--- config.mk ---
export PLATFORM = sky130hd
export DESIGN_NAME = fp_add_scheduler
export DESIGN_NICKNAME = d
export VERILOG_FILES = /design/src/rtl/fp_add_scheduler.sv
export SDC_FILE = /design/constraint.sdc
export NUM_CORES = 1
export LEC_CHECK = 0
export ABC_AREA = 1
export BUFFER_PORTS_ARGS = -buffer_cell sky130_fd_sc_hd__buf_2
export CORE_AREA = 2 2 143 145
export CTS_CLUSTER_DIAMETER = 30
export DETAILED_ROUTE_END_ITERATION = 12
export DIE_AREA = 0 0 145 147
export PLACE_DENSITY_LB_ADDON = 0.1
export SYNTH_ARGS = -nofsm -noshare
export SYNTH_HDL_FRONTEND = slang
export SYNTH_SLANG_ARGS = --single-unit
export TNS_END_PERCENT = 1
--- constraint.sdc ---
create_clock -name clk -period 3.15 [get_ports clk]
set_input_delay 0.4725 -clock clk [delete_from_list [all_inputs] [get_ports clk]]
set_output_delay 0.4725 -clock clk [all_outputs]
set_load 0.02 [all_outputs]
--- src/rtl/fp_add_scheduler.sv ---
// ============================================================================
// fp_add_scheduler
//
// Shares one multi-cycle single-precision adder core between two requesters.
// A round-robin arbiter grants one requester in IDLE and the block latches its
// operands. A CHECK cycle then either takes the special-case result (fast
// path) or starts the adder. In WAIT the block waits for the adder's done
// pulse, guarded by a watchdog. RESP holds the tagged result until the
// consumer accepts it. Only one operation is in flight at a time.
//
// Configuration macro: FP_SCHED_BYPASS_EN
//   defined   : sc_enable == 0 resolves through the special-case unit (sc_s)
//               and the adder is never started for that operation.
//   undefined : sc_enable and sc_s are ignored; every operation uses the adder.
//
// Parameters
//   TIMEOUT  maximum number of WAIT cycles before abort (>= 2)
//   CNT_W    watchdog counter width
//
// Ports
//   clk, rst                  clock, synchronous active-high reset
//   req0_valid/_a/_b/_ready   requester 0 operand handshake
//   req1_valid/_a/_b/_ready   requester 1 operand handshake
//   sc_a, sc_b, sc_s          special-case unit operands / result
//   sc_enable                 1 = operands are normal/subnormal, adder needed
//   add_a, add_b, add_start   adder core operands and one-cycle start pulse
//   add_done, add_s           adder core done pulse and result
//   res_valid/res_ready       result handshake
//   res_s, res_tag, res_err   result word, requester id, watchdog-abort flag
// ============================================================================
module fp_add_scheduler #(
    parameter int TIMEOUT = 64,
    parameter int CNT_W   = $clog2(TIMEOUT)
) (
    input  logic        clk,
    input  logic        rst,
    input  logic        req0_valid,
    input  logic [31:0] req0_a,
    input  logic [31:0] req0_b,
    output logic        req0_ready,
    input  logic        req1_valid,
    input  logic [31:0] req1_a,
    input  logic [31:0] req1_b,
    output logic        req1_ready,
    output logic [31:0] sc_a,
    output logic [31:0] sc_b,
    input  logic [31:0] sc_s,
    input  logic        sc_enable,
    output logic [31:0] add_a,
    output logic [31:0] add_b,
    output logic        add_start,
    input  logic        add_done,
    input  logic [31:0] add_s,
    output logic        res_valid,
    input  logic        res_ready,
    output logic [31:0] res_s,
    output logic        res_tag,
    output logic        res_err
);

    localparam logic [31:0]      QNAN     = 32'h7FC0_0000;
    localparam logic [CNT_W-1:0] CNT_LAST = CNT_W'(TIMEOUT - 1);

    typedef enum logic [1:0] {
        ST_IDLE  = 2'd0,
        ST_CHECK = 2'd1,
        ST_WAIT  = 2'd2,
        ST_RESP  = 2'd3
    } state_t;

    state_t           state_q, state_d;
    logic [31:0]      op_a_q, op_a_d;
    logic [31:0]      op_b_q, op_b_d;
    logic             tag_q, tag_d;
    logic             last_grant_q, last_grant_d;
    logic [31:0]      res_s_q, res_s_d;
    logic             res_err_q, res_err_d;
    logic [CNT_W-1:0] cnt_q, cnt_d;

    logic any_valid;
    logic grant_id;
    logic fast_path;
    logic timeout_hit;

`ifdef FP_SCHED_BYPASS_EN
    // Special operands (zero/inf/NaN) never need the adder.
    assign fast_path = ~sc_enable;
`else
    // Special-case inputs are not consulted in this build.
    logic unused_bypass;
    assign fast_path     = 1'b0;
    assign unused_bypass = ^{sc_enable, sc_s};
`endif

    // Round-robin: a lone requester always wins; on a tie the requester that
    // was not served last wins. last_grant resets to 1 so req0 wins first.
    assign any_valid   = req0_valid | req1_valid;
    assign grant_id    = (req0_valid && req1_valid) ? ~last_grant_q : req1_valid;
    assign timeout_hit = (cnt_q == CNT_LAST);

    // ------------------------------------------------------------------
    // State and datapath registers
    // ------------------------------------------------------------------
    always_ff @(posedge clk) begin
        if (rst) begin
            state_q      <= ST_IDLE;
            op_a_q       <= '0;
            op_b_q       <= '0;
            tag_q        <= 1'b0;
            last_grant_q <= 1'b1;
            res_s_q      <= '0;
            res_err_q    <= 1'b0;
            cnt_q        <= '0;
        end else begin
            state_q      <= state_d;
            op_a_q       <= op_a_d;
            op_b_q       <= op_b_d;
            tag_q        <= tag_d;
            last_grant_q <= last_grant_d;
            res_s_q      <= res_s_d;
            res_err_q    <= res_err_d;
            cnt_q        <= cnt_d;
        end
    end

    // ------------------------------------------------------------------
    // Next-state and datapath update
    // ------------------------------------------------------------------
    always_comb begin
        state_d      = state_q;
        op_a_d       = op_a_q;
        op_b_d       = op_b_q;
        tag_d        = tag_q;
        last_grant_d = last_grant_q;
        res_s_d      = res_s_q;
        res_err_d    = res_err_q;
        cnt_d        = cnt_q;

        case (state_q)
            ST_IDLE: begin
                if (any_valid) begin
                    op_a_d  = grant_id ? req1_a : req0_a;
                    op_b_d  = grant_id ? req1_b : req0_b;
                    tag_d   = grant_id;
                    state_d = ST_CHECK;
                end
            end
            ST_CHECK: begin
                if (fast_path) begin
                    res_s_d   = sc_s;
                    res_err_d = 1'b0;
                    state_d   = ST_RESP;
                end else begin
                    cnt_d   = '0;
                    state_d = ST_WAIT;
                end
            end
            ST_WAIT: begin
                // A done pulse in the same cycle as the timeout wins.
                if (add_done) begin
                    res_s_d   = add_s;
                    res_err_d = 1'b0;
                    state_d   = ST_RESP;
                end else if (timeout_hit) begin
                    res_s_d   = QNAN;
                    res_err_d = 1'b1;
                    state_d   = ST_RESP;
                end else begin
                    cnt_d = cnt_q + CNT_W'(1);
                end
            end
            ST_RESP: begin
                if (res_ready) begin
                    last_grant_d = tag_q;
                    state_d      = ST_IDLE;
                end
            end
            default: state_d = ST_IDLE;
        endcase
    end

    // ------------------------------------------------------------------
    // Outputs
    // ------------------------------------------------------------------
    always_comb begin
        req0_ready = 1'b0;
        req1_ready = 1'b0;
        add_start  = 1'b0;
        res_valid  = 1'b0;
        case (state_q)
            ST_IDLE: begin
                req0_ready = any_valid & ~grant_id;
                req1_ready = any_valid &  grant_id;
            end
            ST_CHECK: add_start = ~fast_path;
            ST_RESP:  res_valid = 1'b1;
            default: ;
        endcase
    end

    assign sc_a    = op_a_q;
    assign sc_b    = op_b_q;
    assign add_a   = op_a_q;
    assign add_b   = op_b_q;
    assign res_s   = res_s_q;
    assign res_tag = tag_q;
    assign res_err = res_err_q;

endmodule

Yosys cells after proc, flatten, opt, wreduce, memory -nomap -nowiden
Cells that the tools add are included.

word-level totals
  register bits = 107
  output and inout port bits = 166

operators by class
  reduce and logical (&&, ||, !) cells = 9
  muxes and demuxes = 19
  equality and inequality tests = 9
  bitwise logic cells = 5
  add/sub/neg operators = 1

operators by type and width
  operator                                                               count
  32-bit two-way mux                                                     4
  6-bit two-way mux                                                      2
  6-bit case mux with 2 select lines                                     1
  2-bit two-way mux                                                      4
  2-bit != test, second input constant                                   4
  2-bit case mux with 4 select lines                                     1
  1-bit two-way mux                                                      7
  6-bit by 1-bit adder with 6-bit output, second input constant          1
  6-bit equality test, second input constant                             1
  2-bit AND reduction                                                    3
  3-bit AND reduction                                                    2
  2-bit equality test, second input constant                             2
  2-bit nonzero test                                                     2
  3-bit != test, second input constant                                   1
  1-bit AND                                                              2
  2-bit by 1-bit equality test with 1-bit output, second input constant  1
  2-bit zero test                                                        1
  1-bit NOT                                                              2
  1-bit logical AND                                                      1
  1-bit OR                                                               1

Longest topological paths before layout
  depth after elaboration = 5
  depth in mapped cells = 9

Least setup slack after synthesis
OpenSTA, ideal clock, no wires.

  path kind = register -> output
  start = register state_q[0]
  end = output port req0_ready
  cell stages (with the launch flop) = 8
  path slack = 1370 ps
  buffers on the path = 1
  required time = 2677 ps
  arrival = 1307 ps
  path through = dfxtp_1 > inv_1 > ha_1 > inv_2 > nor2_4 > inv_2 > buf_4 > nor2_1

between the ends
  word-level cells in the longest chain between the ends = 2

ends and longest elaborated chain
  item                    line  source
  from (decl)             71    state_t state_q, state_d;
  from (signal assigned)  115   state_q <= state_d;
  2-bit zero test         190   case (state_q)
  1-bit two-way mux       190
  to (decl)               40    output logic req0_ready,

Every way passes these cells.

Worst setup path after layout
  start = register last_grant_q
  end = output port req1_ready

between the ends
  word-level cells in the longest chain between the ends = 4

ends and longest elaborated chain
  item                    line  source
  from (decl)             75    logic last_grant_q, last_grant_d;
  from (signal assigned)  119   last_grant_q <= last_grant_d;
  1-bit NOT               98    assign grant_id = (req0_valid && req1_valid) ? ~last_grant_q : req1_valid;
  1-bit two-way mux       98
  1-bit AND               193   req1_ready = any_valid & grant_id;
  1-bit two-way mux       190
  to (decl)               44    output logic req1_ready,

Every way passes these cells.

==> reports/qor.csv <==
metric;value;unit
Worst-path clk slew;0.08;ns
Yosys reg bits;107;
Final ANT Viol Nets;0;
root buf cell;clkbuf_16;
largest net degree at the start of global routing;87;
core area;19800;sq um
Avg Inst Size Synth;7.06;sq um
largest cells by area after synthesis;dfxtp_1 41%, nand2_1 20%, buf_4 11%;
port bufs;331;
Hold Slack;0.359;ns
GRT overflow;0;
# diodes;0;
power density cells;823;nW/um^2
post-DR wirelength/cell;13.6;um
area grow syn2layout;31.0;%
DRT iter0 DRCs;209;
Post-synth EDFFs;0;
GRT Overall Usage;15.3;%
first-pass iteration count of the detailed router;7;
dpl hpwl;12100;um
Slew @ Worst Pin;0.702;ns
Crit Path Category;reg2out;
Seq/Total Area, Yosys;41.5;%
delay-heaviest family, CP;buffers and inverters;
status;complete, no violations;
count of cell types in the netlist;23;
clk buf depth;2;
WP buf/inv;2;
Num CTS Buffers;9;
cells after synthesis;732;
Worst Hold Class;in2reg;
CP Launch Type;flip-flop;
post-route setup TNS;0;ns
Yosys warning count;0;
initial antenna violation count;0;
number of cell rows;52;
first-pass GRT wire length;26100;um
max incr delay on CP;0.53;ns
Die Wd;145;um
Yosys top cell area share;41.5;%
count leader, synth;nand2_1;
Synth async-reset ratio;0;%
Worst Skew;0.00765;ns
crit path max fanout;51;
Slew Limit Headroom;53.1;%
Final Hold Viols;0;
layout net count;1176;
GP Congestion;0.751;
Syn Nets;936;
RSZ-0062 raised after global routing;false;
Tcrit/Tclk final;76.0;%
maximum clock frequency;418;MHz
vias in the first global route;4922;
Hold Buf Count CTS;0;
main flop type after synthesis;dfxtp_1;
placed cell areas;6480;sq um
overall routed net length;17000;um
Crit-path slowest cell;buf_4;
CTS tree;built;
number of remaining DRC errors;0;
share of post-route cells with drive strength above 1;37.5;%
setup violators final;0;
max-cap viol count;0;
Post-CTS Setup Repair Bufs;0;
Synth area leader;dfxtp_1;
die footprint;21300;sq um
fin crit period;2.39;ns
Finished Core Util;34.1;%
Die H;147;um
Starting Density;26.0;%
CP arrival;1.92;ns
Req. time, crit path;2.68;ns
Post-Syn Area;5170;sq um
post-CTS resize count;0;
Critical Path End Type;primary output;
H-tree depth;3;
critical-path cell list;nand2_1 > nand2_2 > buf_4 > nor2_1 > buf_2;
Leakage;3.59;nW
io pins;365;
Peak VDD IR;335;uV
total number of vias;5425;
max-slew violation count;0;
post-DR vias/cell;4.35;
Clock Latency Late Sink;0.36;ns
post-route cell area;6770;sq um
CTS Sinks;107;
synth cell count leaders;271 x nand2_1, 107 x dfxtp_1, 74 x buf_4;
state kept, by name, indices dropped and copies added, names as in the netlist:
name / flops
state_q: 2
res_s: 32
res_tag: 1
res_err: 1
add_b: 32
cnt_q: 6
last_grant_q: 1
add_a: 32
final cells by class:
cell class                      count  area (sq um)
Multi-Input combinational cell    489          2180
Tap cell                          270           338
Timing Repair Buffer              338          1720
Inverter                           27           101
Fill cell                        2185         13100
Sequential cell                   107          2140
Clock inverter                      5          46.3
Clock buffer                       11           243
layout by cell type, fill, tap and decap left out, drive strengths merged:
cell,count
a21oi,66
a31oi,32
buf,338
clkbuf,11
clkinv,1
clkinvlp,2
dfxtp,107
ha,5
inv,29
nand2,274
nand3,35
nor2,32
nor3,1
o21ai,42
o21bai,1
o31ai,1
logic make-up (layout without fill, tap and decap cells):
logic type      count (synthesis)  in the layout  share of synthesized area (%)
simple gates                  342            342                           26.2
compound gates                142            142                           14.7
fa+ha+maj                       5              5                           1.21
buf+inv                       136            381                           16.5
flops                         107            107                           41.5
final timing paths:
| path | slack (ns) | cells past startpoint | endpoint | start |
|---|---|---|---|---|
| max | 0.76 | 5 | req1_ready | last_grant_q$_SDFFE_PP1P_ |
| min | 0.36 | 3 | res_s[4]$_SDFFE_PP0P_ | add_s[4] |
| max reg2reg | 1.16 | 6 | res_s[16]$_SDFFE_PP0P_ | state_q[0]$_SDFFE_PP0P_ |
| min reg2reg | 0.45 | 2 | res_err$_SDFFE_PP0P_ | res_err$_SDFFE_PP0P_ |
worst min-delay path: stages:
cell and delay, ns:
buf_2 0.09, nand2_1 0.05, a21oi_1 0.05
report_power, final:
group	switching, mW	internal (mW)	leakage [nW]
Combinational	1.71	0.787	2.58
Sequential	0.246	1.69	0.877
Clock	0.558	0.573	0.136
per-stage QoR:
stage               std cells  total power [mW]  setup WS (ns)
global route             1247              5.95          0.624
CTS                      1247              5.68          0.695
global placement         1231              4.53          0.854
detailed placement       1231              4.51          0.847
floorplan                 732              3.94           1.37
finish                   1247              5.57          0.757
metal layers:
layer	global-route usage (%)	share of wire (%)	up-vias
met5	0	0	-
met4	4.90	1.5	0
met3	4.38	7.2	16
met2	26.4	48	219
met1	18.4	43	2416
li1	-	-	2774
No activity file was read; power rests on OpenSTA's default activity.
